--- src/rtl/alu_acc_unit.sv ---
// alu_acc_unit
//   Accumulator-style datapath slice: accumulator A, operand register B,
//   result register R and zero/carry flags, attached to a shared 8-bit bus.
//
// Ports
//   clk      in   system clock, all state changes on the rising edge
//   rst      in   synchronous, active-high reset; clears every register
//   bus_in   in   [7:0] value currently on the shared bus
//   a_ld     in   load A from bus_in
//   b_ld     in   load B from bus_in
//   alu_en   in   compute R and flags from the pre-edge A and B
//   alu_op   in   [1:0] 00 ADD, 01 SUB, 10 INC, 11 DEC
//   a_oe     in   drive A onto bus_out
//   r_oe     in   drive R onto bus_out (wins over a_oe)
//   bus_out  out  [7:0] value this block drives toward the bus (0x00 when idle)
//   bus_drv  out  high whenever bus_out carries a valid value
//   flags    out  [1:0] {zero, carry}, straight from registers
//   acc_q    out  [7:0] current A, straight from the register
//   bus_err  out  sticky: a_oe and r_oe were both asserted on some edge
//
// There is no handshake on this block: every control input is a one-cycle
// strobe sampled on the rising edge, and outputs are valid in the same cycle
// (bus_out/bus_drv) or after the edge (everything registered).

module alu_acc_unit (
  input  logic       clk,
  input  logic       rst,
  input  logic [7:0] bus_in,
  input  logic       a_ld,
  input  logic       b_ld,
  input  logic       alu_en,
  input  logic [1:0] alu_op,
  input  logic       a_oe,
  input  logic       r_oe,
  output logic [7:0] bus_out,
  output logic       bus_drv,
  output logic [1:0] flags,
  output logic [7:0] acc_q,
  output logic       bus_err
);

  localparam logic [1:0] OP_ADD = 2'b00;
  localparam logic [1:0] OP_SUB = 2'b01;
  localparam logic [1:0] OP_INC = 2'b10;
  localparam logic [1:0] OP_DEC = 2'b11;

  logic [7:0] a_q;
  logic [7:0] b_q;
  logic [7:0] r_q;
  logic       z_q;
  logic       c_q;
  logic       err_q;

  // 9-bit sum; bit 8 is the carry. SUB is A + ~B + 1, so carry set means
  // no borrow (A >= B). DEC is A + 0xFF, so carry set means A was nonzero.
  logic [8:0] sum;

  always_comb begin
    sum = 9'd0;
    case (alu_op)
      OP_ADD:  sum = {1'b0, a_q} + {1'b0, b_q};
      OP_SUB:  sum = {1'b0, a_q} + {1'b0, ~b_q} + 9'd1;
      OP_INC:  sum = {1'b0, a_q} + 9'd1;
      OP_DEC:  sum = {1'b0, a_q} + 9'h0FF;
      default: sum = 9'd0;
    endcase
  end

  // The ALU reads the register values present before the edge, so a_ld/b_ld
  // in the same cycle as alu_en only affect the following operation.
  always_ff @(posedge clk) begin
    if (rst) begin
      a_q   <= 8'h00;
      b_q   <= 8'h00;
      r_q   <= 8'h00;
      z_q   <= 1'b0;
      c_q   <= 1'b0;
      err_q <= 1'b0;
    end else begin
      if (a_ld) a_q <= bus_in;
      if (b_ld) b_q <= bus_in;
      if (alu_en) begin
        r_q <= sum[7:0];
        z_q <= (sum[7:0] == 8'h00);
        c_q <= sum[8];
      end
      if (a_oe && r_oe) err_q <= 1'b1;
    end
  end

  // Bus drive: R has priority over A; 0x00 when nothing is enabled.
  always_comb begin
    bus_out = 8'h00;
    if (r_oe)      bus_out = r_q;
    else if (a_oe) bus_out = a_q;
  end

  assign bus_drv = a_oe | r_oe;
  assign flags   = {z_q, c_q};
  assign acc_q   = a_q;
  assign bus_err = err_q;

endmodule

--- config.mk ---
export PLATFORM = sky130hd
export DESIGN_NAME = alu_acc_unit
export DESIGN_NICKNAME = d
export VERILOG_FILES = /design/src/rtl/alu_acc_unit.sv
export SDC_FILE = /design/constraint.sdc
export NUM_CORES = 1
export LEC_CHECK = 0
export ABC_AREA = 1
export BUFFER_PORTS_ARGS = -buffer_cell sky130_fd_sc_hd__buf_4
export CORE_ASPECT_RATIO = 1.5
export CORE_UTILIZATION = 40
export DETAILED_ROUTE_END_ITERATION = 7
export RECOVER_POWER = 25
export SYNTH_ARGS = -nofsm -noshare
export SYNTH_HDL_FRONTEND = slang
export SYNTH_SLANG_ARGS = --single-unit
--- constraint.sdc ---
create_clock -name clk -period 3.3 [get_ports clk]
set_input_delay 0.165 -clock clk [delete_from_list [all_inputs] [get_ports clk]]
set_output_delay 0.165 -clock clk [all_outputs]
set_load 0.02 [all_outputs]
Word level (Yosys, flattened, before mapping)
Index checks and enable logic that the tools add are counted.

Output and inout port bits: 20. Bits in registers: 27. Logic and storage cells: 22. Bits of input ports: 17.

Eq/ne operators: 3. Reduce and logical (&&, ||, !) cells: 3. Muxes and demuxes: 3. Add/subtract/negate cells: 5. Bitwise gates (word level): 2.

Operator list (number): $pmux W9 S4 (1); $add A8 B8 Y9 (2); $mux W8 (2); $add A8 B1 Y9 const B (1); $add A8 B8 Y9 const B (1); $add A9 B1 Y9 const B (1); $logic_not A8 Y1 (1); $not A8 Y8 (1); $eq A2 B2 Y1 const B (2); $eq A2 B1 Y1 const B (1); $logic_not A2 Y1 (1); $logic_and A1 B1 Y1 (1); $or A1 B1 Y1 (1).

Depth between registers and ports, before layout
Depth in word-level cells: 5. Mapped depth: 16. Gate-level depth less buffers: 15.

Least setup slack after synthesis
No wires, ideal clock.

Path type: register to register. Start: register b_q[0]. End: register z_q. Clock period less this slack: 2.033 ns. Stages on the path, launching flop included: 12. Path buffers: 0. Required time: 3.234 ns. Path slack: 1.267 ns. Arrival: 1.967 ns. Path through: dfxtp_1 -> or2_2 -> ha_1 -> fa_1 -> or2_2 -> nand3_2 -> nand3_1 -> nor2_1 -> nand3_1 -> nor2_1 -> nand2_1 -> a21oi_2.

Word-level cells in the longest chain between the ends: 5. Elaborated cells on any way between the ends: 6. Those cells by class: add/sub: 3; mux: 1; bitwise: 1; reduce/logical: 1.

RTL lines: start, declared (RTL line 48) `logic [7:0] b_q;`; start signal, assigned (RTL line 81) `if (b_ld) b_q <= bus_in;`; $not A8 Y8 (RTL line 62) `OP_SUB: sum = {1'b0, a_q} + {1'b0, ~b_q} + 9'd1;`; $add A8 B8 Y9 (RTL line 62); $add A9 B1 Y9 (RTL line 62); $pmux W9 S4 (*) (RTL line 60) `case (alu_op)`; $logic_not A8 Y1 (*) (RTL line 84) `z_q <= (sum[7:0] == 8'h00);`; end signal, assigned (RTL line 84); end, declared (RTL line 50) `logic z_q;`.

Every way passes the cells marked *; elsewhere a longest branch is shown, timed or not. A chain may end at the register's enable or synchronous reset.

Worst setup path after layout
Ends and elaborated chain as after synthesis.

==> metrics.txt <==
H-tree Lvls=1; final WL=approximately 5.1 mm; global-route wire length before repair=about 8.2 mm; Ys Warns=0; peak supply drop=between 0.0002 and 0.0003 V; GRT met1 Usage=a little under a quarter; vias in the first global route=1,809; GR Util met3=2.605%; area of the die=between 5000 and 6000 sq um; Worst Hold Endpoint=acc_q[2]; FF-to-FF End=z_q; sequential share of the synthesized area=between 20 and 30%; syn avg cell area=roughly 6.4 sq um; leak pwr=approximately 1.3 nW; post-route ant nets=0; max_cap viols=0; Initial Utilization=41.57%; status=complete, no violations; DRC viols=0; Crit. End Element=flip-flop; met2 usage=about two fifths; fin area=between 2000 and 2500 sq um; overflow left after global routing=0; Power Dens Cells=between 300 and 400 nW/um^2; fin nets=between 300 and 400; Net Count, Synth=about 350; Util after Layout=between 40% and 50%; Die H=approximately 89 um; Synth area leader=dfxtp_1; initial antenna violation count=0; Clk Latency, worst-skew pair=around 270 ps; Final Cycle Share=around 66%; post-synthesis cell count=around 320; buffer count from post-CTS setup fixing=0; largest cells by area after synthesis=dfxtp_1, nand2_1, nand3_1, ha_1, inv_1; DRT iter0 DRCs=between 50 and 60; r2r setup slk=about 1100 ps; clk_skew=around 3.3 ps; ant diodes=0; DRT Pass-1 Iters=4; WHS=between 100 and 150 ps; Setup Crit Path Kind=reg -> reg; pin count of the biggest net entering global routing=22; Die X=between 50 and 60 um; core area=4848 sq um; CP Launch Type=flip-flop; setup_tns=0 ps; CTS tree=yes; Most Crowded Layer GR=met2; Post-DP Area=roughly 2300 sq um; DR WL/cell=about 12 um; Synth cell types=26; post-cts resize count=0; Total GRT Usage=20.75%; Pwr Total=between 0.8 and 0.9 mW; max-slew violation count=0; fraction of layout cells with a size suffix above 1=between 10% and 20%; Post-Syn Area=about 2000 sq um; clock slew at reported path FFs=roughly 90 ps; Hold Crit Start=bus_in[2]; final hold vios=0; buffers added on ports=36; # setup viols final=0; Post-DP HPWL=~4.1 mm; fin crit period=2165 ps; clk root buf=clkbuf_8; vias after detailed routing=2,007; worst slew pin tran=514.6 ps; Fmax=between 400 and 500 MHz; Rel. slew slack=approximately two thirds; Reg2Reg Depth=11; Num CTS Buffers=3; RSZ-0062 raised after global routing=false; Arr. time, crit path=approximately 2400 ps; FP Rows=31; Synth Register Bits=27; clock sinks=27; Synth top area share=between 20% and 30%; Max Buffers Root-to-Sink=2; Worst Hold Class=in -> reg; Min-Delay Path Depth=3; Syn-to-layout area delta=16.95%; Via density=4.871; io pins=37; Required @ worst endpoint=around 3500 ps; Worst Path Max Fanout=3; cts hold-fix bufs=0; routability cong.=0.8867; Reg-to-Reg Start=b_q[0]
-- flip-flops by register name, summed over array words and instances, names as in the netlist --
name,count
acc_q,8
b_q,8
r_q,8
bus_err,1
c_q,1
z_q,1
-- worst max-delay path, stage by stage (launching register included) --
cell and delay, ps:
dfxtp_1 340, or2_2 290, ha_1 220, fa_1 390
or2_2 310, nand3_2 70, nand3_1 60, nor2_1 90
nand3_1 80, nor2_1 90, nand2_1 70, a21oi_2 100
-- logic make-up (layout without fill, tap and decap cells) --
group                    after synthesis  count (layout)  share of synthesized area, %
AO/OA/AOI/OAI                         57              57                         14.96
buffers and inverters                 63              93                         12.48
AND/OR/NAND/NOR                      151             151                         33.83
flip-flops                            27              27                         26.82
adder cells (fa/ha/maj)               18              18                         11.92
-- cell usage after synthesis (all sizes together) --
library cell	number
nand3	43
or2	3
buf	3
nand3b	2
nand4	1
dfxtp	27
nor2	28
fa	2
inv	52
o211a	1
o21ai	31
clkbuf	7
clkinv	1
a21oi	22
ha	16
o211ai	3
nand2	74
-- metrics by stage --
| stage | cells | setup WS (ps) |
|---|---|---|
| 2_1_floorplan | 316 | 1267 |
| 3_3_place_gp | 408 | 1182 |
| 3_5_place_dp | 408 | 1137 |
| 4_1_cts | 412 | 1126 |
| 5_1_grt | 412 | 979.2 |
| 6_report | 412 | 1135 |
-- power by group --
part,switching (mW),internal (mW),leakage (nW)
clock network,0.102,0.0865,0.0228
registers,0.0216,0.350,0.224
logic,0.195,0.126,1.03
total,0.318,0.562,1.28
-- layer usage --
metal | wire, um | up-vias
met5 | 0 | -
met4 | 100 | 0
met3 | 135 | 9
met2 | 2634 | 36
met1 | 2183 | 888
li1 | - | 1074
-- area by class of cell --
class,instances,area [sq um]
fillers,527,2491
repair buffers,36,266.5
clock buffers,4,45.04
inverters,53,198.9
flip-flops and latches,27,540.5
multi-input cells,226,1224
well taps,66,82.58
-- cells in the final DEF, fill, tap and decap left out --
cell / n
o211ai_1: 3
o211a_1: 1
clkinv_1: 1
nand3_2: 2
inv_1: 50
inv_2: 2
nor2_2: 1
nand2_1: 70
nand2_2: 3
nor2_8: 1
nand4_1: 1
nand3b_1: 2
buf_4: 35
clkbuf_1: 2
o21ai_0: 30
fa_1: 2
nand3_1: 41
a21oi_2: 1
nor2_1: 26
nand2_4: 1
ha_1: 16
clkbuf_8: 3
or2_2: 3
a21oi_1: 21
dfxtp_1: 27
o21ai_1: 1
-- worst max path at each step --
stage | from | end | slack [ps] | depth (start not counted)
global placement | alu_op[1] | z_q | 1180 | 12
detailed placement | alu_op[1] | z_q | 1140 | 12
finish | b_q[0] | z_q | 1140 | 11
floorplan | b_q[0] | z_q | 1270 | 11
CTS | b_q[0] | z_q | 1130 | 11
global route | b_q[0] | z_q | 980 | 11
(Power assumes the default switching activity.)
